### config.mk
export PLATFORM = sky130hd
export DESIGN_NAME = button_event_queue
export DESIGN_NICKNAME = d
export VERILOG_FILES = /design/src/rtl/button_event_queue.sv
export SDC_FILE = /design/constraint.sdc
export NUM_CORES = 1
export LEC_CHECK = 0
export ABC_CLOCK_PERIOD_IN_PS = 2600
export CAP_MARGIN = 20
export CORE_MARGIN = 10
export CORE_UTILIZATION = 57
export DETAILED_ROUTE_END_ITERATION = 16
export DONT_BUFFER_PORTS = 1
export HOLD_SLACK_MARGIN = 0.12
export PLACE_DENSITY = 0.85
export SYNTH_ARGS = -nofsm -noshare
export SYNTH_HDL_FRONTEND = slang
export SYNTH_SLANG_ARGS = --single-unit
### constraint.sdc
create_clock -name CLK -period 2.6 [get_ports CLK]
set_input_delay 0.52 -clock CLK [delete_from_list [all_inputs] [get_ports CLK]]
set_output_delay 0.52 -clock CLK [all_outputs]
set_load 0.01 [all_outputs]
### src/rtl/button_event_queue.sv
// button_event_queue
// Converts rising edges on a level button vector into a queue of button-index
// events delivered over a valid/ready handshake, in press order.
//
// Ports:
//   CLK            - system clock, rising edge
//   RST_N          - synchronous active-low reset
//   buttons        - level button states, 1 = pressed
//   event_valid    - head of FIFO holds an event
//   event_index    - button index of head event (0 when not valid)
//   event_ready    - consumer accepts head event when valid & ready
//   overflow       - sticky: a press merged into an already pending press
//   clear_overflow - clears overflow (a simultaneous set wins)
//   pending_count  - number of queued events, 0..FIFO_DEPTH
module button_event_queue #(
  parameter int BUTTON_COUNT = 24,
  parameter int INDEX_WIDTH  = 5,
  parameter int FIFO_DEPTH   = 8,
  parameter int PTR_WIDTH    = 3
) (
  input  logic                    CLK,
  input  logic                    RST_N,
  input  logic [BUTTON_COUNT-1:0] buttons,
  output logic                    event_valid,
  output logic [INDEX_WIDTH-1:0]  event_index,
  input  logic                    event_ready,
  output logic                    overflow,
  input  logic                    clear_overflow,
  output logic [PTR_WIDTH:0]      pending_count
);

  localparam logic [PTR_WIDTH:0] DEPTH = (PTR_WIDTH + 1)'(FIFO_DEPTH);

  logic [BUTTON_COUNT-1:0] prev_buttons;
  logic [BUTTON_COUNT-1:0] pending;
  logic [BUTTON_COUNT-1:0] rise;
  logic [BUTTON_COUNT-1:0] taken;
  logic [BUTTON_COUNT-1:0] remain;
  logic [BUTTON_COUNT-1:0] sel_onehot;
  logic [INDEX_WIDTH-1:0]  sel_idx;
  logic                    found;
  logic                    pop;
  logic                    push;
  logic                    can_push;
  logic                    lost;
  logic [PTR_WIDTH-1:0]    wr_ptr;
  logic [PTR_WIDTH-1:0]    rd_ptr;
  logic [INDEX_WIDTH-1:0]  mem [FIFO_DEPTH];

  // Lowest-index pending button wins the single push slot of the cycle.
  always_comb begin
    sel_idx    = '0;
    sel_onehot = '0;
    found      = 1'b0;
    for (int unsigned i = 0; i < BUTTON_COUNT; i++) begin
      if (pending[i] && !found) begin
        sel_idx       = INDEX_WIDTH'(i);
        sel_onehot[i] = 1'b1;
        found         = 1'b1;
      end
    end
  end

  always_comb begin
    rise     = buttons & ~prev_buttons;
    pop      = event_valid & event_ready;
    can_push = (pending_count < DEPTH) | pop;
    push     = found & can_push;
    taken    = push ? sel_onehot : '0;
    remain   = pending & ~taken;
    // A press on a button that is still waiting to be queued is merged and lost.
    lost     = |(rise & remain);
  end

  always_ff @(posedge CLK) begin
    if (!RST_N) begin
      prev_buttons  <= buttons;
      pending       <= '0;
      wr_ptr        <= '0;
      rd_ptr        <= '0;
      pending_count <= '0;
      overflow      <= 1'b0;
    end else begin
      prev_buttons <= buttons;
      pending      <= remain | rise;
      if (push) wr_ptr <= wr_ptr + PTR_WIDTH'(1);
      if (pop)  rd_ptr <= rd_ptr + PTR_WIDTH'(1);
      if (push && !pop)
        pending_count <= pending_count + (PTR_WIDTH + 1)'(1);
      else if (pop && !push)
        pending_count <= pending_count - (PTR_WIDTH + 1)'(1);
      if (lost)
        overflow <= 1'b1;
      else if (clear_overflow)
        overflow <= 1'b0;
    end
  end

  always_ff @(posedge CLK) begin
    if (RST_N && push) mem[wr_ptr] <= sel_idx;
  end

  // First-word-fall-through head, derived from registered state only.
  always_comb begin
    event_valid = (pending_count != '0);
    event_index = event_valid ? mem[rd_ptr] : '0;
  end

endmodule

# ---- After elaboration in Yosys (flattened, before gate mapping)
# Memory sizes are Yosys's and may differ from the RTL's. A register that Yosys moved wholly into a read port is not among the register bits.
# Cells that the tools add are included.
dict set report classes {
  muxes 80
  order_cmp 1
  bitwise 9
  reduce_logical 55
  add_sub_neg 4
}
# op count
set ops {}
lappend ops {{5-bit two-way mux} 23}
lappend ops {{24-bit bitwise AND} 3}
lappend ops {{1-bit two-way mux} 52}
lappend ops {{24-bit inverter} 2}
lappend ops {{1-bit logical AND} 26}
lappend ops {{1-bit zero test} 25}
lappend ops {{24-bit two-way mux} 1}
lappend ops {{24-bit bitwise OR} 1}
lappend ops {{24-bit OR reduction} 1}
lappend ops {{4-bit two-way mux} 2}
lappend ops {{3-bit by 1-bit adder with 3-bit output, second input constant} 2}
lappend ops {{3-bit two-way mux} 2}
lappend ops {{4-bit by 1-bit adder with 4-bit output, second input constant} 1}
lappend ops {{4-bit < comparator, second input constant} 1}
lappend ops {{2-bit nonzero test} 2}
lappend ops {{4-bit nonzero test} 1}
lappend ops {{4-bit by 1-bit subtractor with 4-bit output, second input constant} 1}
lappend ops {{1-bit bitwise AND} 2}
lappend ops {{1-bit bitwise OR} 1}
dict set report totals {
  output_inout_bits 11
  wordCells 156
  mem_count 1
  mem_bits_rw 40
  ff_bits 59
  inputBits 28
}
# name words word_bits read_ports rd_clocked_by_memory_dff wr line
set memory_table {}
lappend memory_table {mem 8 5 1 1 1 48} ;# logic [INDEX_WIDTH-1:0] mem [FIFO_DEPTH];

# ---- Logic depth before layout (Yosys ltp)
dict set report logic_depth {
  depth_word 77
  mapped_depth 13
  depth_no_buf 12
}

# ---- Worst setup path after synthesis
# Ideal clock, no wire load.
dict set report synth_path {
  path_kind {reg2reg}
  from {register pending_count[0]}
  to {register pending_count[3]}
  t_arrival_ns 2.729
  required_time_ns 2.524
  path_stages_with_launch 12
  period_less_slack_ns 2.805
  setup_ns 0.076
  n_path_buf 0
  setup_slack_ns -0.205
  path_cell_list {dfxtp_1 -> nor4_1 -> inv_1 -> nand2_1 -> ha_1 -> inv_1 -> ha_1 -> a21o_1 -> a21oi_1 -> xnor2_1 -> or3_1 -> a21boi_0}
}
dict set report synth_via {
  elab_chain_len 7
  elab_cells_between_ends 14
  cone_classes {add/sub (2); order compare (1); mux (2); bitwise (3); reduce/logical (6)}
}
# element line
set synth_rtl {}
lappend synth_rtl {{start: declaration} 29} ;# output logic [PTR_WIDTH:0] pending_count
lappend synth_rtl {{start signal: assignment} 89} ;# pending_count <= pending_count + (PTR_WIDTH + 1)'(1);
lappend synth_rtl {{start signal: assignment} 91} ;# pending_count <= pending_count - (PTR_WIDTH + 1)'(1);
lappend synth_rtl {{4-bit nonzero test (*)} 105} ;# event_valid = (pending_count != '0);
lappend synth_rtl {{via event_valid} 24} ;# output logic event_valid,
lappend synth_rtl {{1-bit bitwise AND (*)} 66} ;# pop = event_valid & event_ready;
lappend synth_rtl {{1-bit bitwise OR} 67} ;# can_push = (pending_count < DEPTH) | pop;
lappend synth_rtl {{1-bit bitwise AND} 68} ;# push = found & can_push;
lappend synth_rtl {{1-bit zero test} 90} ;# else if (pop && !push)
lappend synth_rtl {{1-bit logical AND} 90}
lappend synth_rtl {{2-bit nonzero test (no line)} n/a}
# The timed path passes the listed nets; every way through them passes the cells marked *. The select of a mux whose other input is x is not followed.
# A chain may end at the register's enable or synchronous reset.

# ---- Worst setup path after layout
dict set report layout_path {
  from {register pending[18]}
  to {register pending_count[3]}
}
dict set report layout_via {
  elab_chain_len 21
  elab_cells_between_ends 23
  cone_classes {mux (7); bitwise (1); reduce/logical (15)}
}
# element line
set layout_rtl {}
lappend layout_rtl {{start: declaration} 35} ;# logic [BUTTON_COUNT-1:0] pending;
lappend layout_rtl {{start signal: assignment} 85} ;# pending <= remain | rise;
lappend layout_rtl {{1-bit logical AND (*)} 56} ;# if (pending[i] && !found) begin
lappend layout_rtl {{1-bit two-way mux (*)} 56}
lappend layout_rtl {{1-bit zero test} 56}
lappend layout_rtl {{1-bit logical AND} 56}
lappend layout_rtl {{1-bit two-way mux (*)} 56}
lappend layout_rtl {{1-bit zero test} 56}
lappend layout_rtl {{1-bit logical AND} 56}
lappend layout_rtl {{1-bit two-way mux (*)} 56}
lappend layout_rtl {{[... 5 more ...]} n/a}
lappend layout_rtl {{1-bit two-way mux (*)} 56}
lappend layout_rtl {{1-bit zero test} 56}
lappend layout_rtl {{1-bit logical AND} 56}
lappend layout_rtl {{1-bit two-way mux (*)} 56}
lappend layout_rtl {{1-bit bitwise AND (*)} 68}
lappend layout_rtl {{1-bit zero test} 90}
lappend layout_rtl {{1-bit logical AND} 90}
lappend layout_rtl {{2-bit nonzero test (no line)} n/a}
# Every way passes the cells marked *; elsewhere a longest branch is shown, timed or not.

==> results_dict.tcl <==
set metrics [dict create \
    rows 31 \
    netSwitchingFraction 0.306 \
    syn-instance-count 377 \
    worst_ep_required_time_ns 2.89 \
    yosysSeqAreaShare 0.561 \
    clock_skew_ns 0.00976 \
    critPathLaunch "pending[18]" \
    grt_pass1_vias 3268 \
    period_share 0.991 \
    path_clk_slew_ns 0.09 \
    rsz0062_at_grt "yes" \
    port_buffers 0 \
    final.min_clock_period_ns 2.58 \
    p_clk_frac 0.217 \
    groute.usage.overall 0.166 \
    syn_area_um2 4350 \
    hpwlAfterDp_mm 7.02 \
    p_seq_frac 0.494 \
    max_slew.worst_pin.slew_ns 0.763 \
    ant_nets 0 \
    chipWidth_um 107 \
    gp_congestion 0.876 \
    clkLatencyLatePin_ns 0.35 \
    cts-root-buf "clkbuf_8" \
    setup_viol 0 \
    ioPinCount 39 \
    place_area_um2 4730 \
    path_max_fanout 2 \
    p_int_mw 2.79 \
    syn-mean-instance-area_um2 11.5 \
    htreeDepth 3 \
    clock-sinks 102 \
    design_area_um2 4960 \
    syn-num-nets 411 \
    num-nets-final 450 \
    start_util 0.594 \
    crit_type "flop to flop" \
    antenna_found_initial 0 \
    grt_pass1_wl_mm 15.3 \
    layout-drive-gt1-share 0.228 \
    synth_flop_cell "dfxtp_1" \
    grt_max_degree 41 \
    cts_tree "yes" \
    synth_edf_count 40 \
    die_area_um2 11500 \
    ys_seq_elements 102 \
    start_kind "flop" \
    die_height_um 107 \
    p_sw_mw 1.23 \
    outcome "finished clean" \
    areaGrowthSynthToFinish_pct 13.9 \
    wl_per_cell_um 18.3 \
    max-slew-margin-rel 0.487 \
    p_comb_frac 0.290 \
    cts_buffers 9 \
    drt_iter0_markers 188 \
    finalSetupTns_ns 0 \
    max_cap_viol_count 0 \
    arrival_ns 2.87 \
    powerDensity_nw_per_um2 810 \
    antenna_cells 0 \
    placedCellCount 501 \
    hold_viol_final 0 \
    drc 0 \
    vdd.ir_drop.worst_mv 0.401 \
    synthDistinctLibCells 59 \
    first_pass_iters 4 \
    via_count 3046 \
    p_leak_nw 1.82 \
    min-delay-start "buttons[16]" \
    core_area_um2 7330 \
    regToRegStartpoint "pending[18]" \
    fin_cells 520 \
    clockBufferDepth 2 \
    ys_warn_count 0 \
    overflow 0 \
    min_path_type "input pin to flop" \
    viasPerCell 5.86 \
    crit_path_end_kind "flop" \
    fmax_ghz 0.388 \
    final_core_util 0.676 \
    fillers 535 \
    async_flop_share 0 \
    slew_violations 0 \
    route.final.wire_length_mm 9.50 \
    hold_buffers 0 \
]
layer usage:
metal / part of all wire / vias up / GRT usage / wire length, µm
met5: 0 / - / 0 / 0
met3: 0.055 / 21 / 0.0395 / 520
li1: - / 1459 / - / -
met2: 0.52 / 89 / 0.304 / 4950
met1: 0.40 / 1477 / 0.174 / 3780
met4: 0.027 / 0 / 0.0830 / 256
cell usage in the layout (no fill, tap or decap), types with 3 or more instances in the layout:
cell,netlist,final
xnor2_1,6,6
dfxtp_1,62,59
o2111ai_1,3,3
mux2i_1,6,6
or2_2,3,3
a21boi_0,21,20
nor3_1,6,6
or4_4,0,3
nor4_4,0,3
nand3_1,5,5
edfxtp_1,40,40
nor4_2,3,4
nand3b_1,8,8
o21ai_0,19,19
ha_1,5,4
a21o_1,4,4
buf_4,2,39
dfxtp_2,0,3
mux4_2,10,10
nand2_1,20,20
o31ai_1,5,5
nand4_1,3,3
nor2_1,25,24
nand2b_1,19,19
nor2b_1,11,11
inv_1,13,11
and2_1,7,7
a21oi_1,16,15
clkbuf_8,0,9
kinds of logic after synthesis:
group	Yosys count	synth area share
flip-flops	102	0.561
AND/OR/NAND/NOR	136	0.183
AO/OA/AOI/OAI	86	0.133
buffers and inverters	24	0.0244
multiplexers	16	0.0655
XOR/XNOR	7	0.0141
adder cells (fa/ha/maj)	6	0.0190
sequential cells by signal, summed over array words and instances (netlist names), named ones only:
signal,flops
mem,40
overflow,1
pending,24
pending_count,4
prev_buttons,24
rd_ptr,3
wr_ptr,3
repair_timing:
item | 4_1_cts | 5_1_grt
setup buffers | 0 | 3
pin swaps | 0 | 8
setup endpoints to repair | 2 | 2
resized for setup | 3 | 8
through the flow:
stage          hold slack (ns)  setup WS [ns]  total power [mW]
2_1_floorplan            0.467        0.00844              2.78
3_3_place_gp             0.483         0.0747              3.06
3_5_place_dp             0.500       -0.00781              3.12
4_1_cts                  0.171        0.00577              3.97
5_1_grt                  0.164        -0.0645              4.21
6_report                 0.181         0.0229              4.02
worst paths after layout:
path / endpoint / slack (ns) / cells after the start
max: pending_count[3] / 0.02 / 12
min: prev_buttons[16] / 0.18 / 0
min reg2reg: pending[23] / 0.51 / 3
max reg2reg: pending_count[3] / 0.02 / 12
layout make-up:
cell class	instances	area (µm²)	share of cell area
Clock inverter	4	25.0	0.00505
Tap cell	99	124	0.0250
Clock buffer	12	139	0.0280
Sequential cell	102	2450	0.493
Timing Repair Buffer	39	293	0.0590
Inverter	13	48.8	0.00984
Multi-Input combinational cell	251	1880	0.380
cells in the mapped netlist, types with 5 or more instances:
cell type,instances,area [µm²]
dfxtp_1,62,1240
edfxtp_1,40,1200
nor2_1,25,93.8
a21boi_0,21,158
nand2_1,20,75.1
nand2b_1,19,119
o21ai_0,19,95.1
a21oi_1,16,80.1
inv_1,13,48.8
nor2b_1,11,68.8
mux4_2,10,225
nand3b_1,8,60.1
and2_1,7,43.8
clkbuf_1,6,22.5
mux2i_1,6,60.1
nor3_1,6,30.0
nor4_1,6,37.5
xnor2_1,6,52.6
ha_1,5,62.6
nand3_1,5,25.0
o31ai_1,5,37.5
or4_1,5,37.5
power by group through the flow:
stage | logic, mW | clock network, mW | registers [mW]
floorplan | 0.776 | 0 | 2.00
global placement | 1.05 | 0 | 2.00
detailed placement | 1.11 | 0 | 2.02
CTS | 1.12 | 0.872 | 1.98
global route | 1.27 | 0.933 | 2.00
finish | 1.16 | 0.870 | 1.98
critical path, stage by stage, from the launching register on:
cell and delay, ns:
dfxtp_1 0.32, or4_4 0.56, nor2_4 0.13, a21o_1 0.15, inv_2 0.04, ha_2 0.18
inv_2 0.06, ha_1 0.21, a21o_1 0.18, a21oi_2 0.14, xnor2_1 0.09, or3_1 0.32
a21boi_1 0.12
Note: power is estimated with default switching activity, not from simulation.
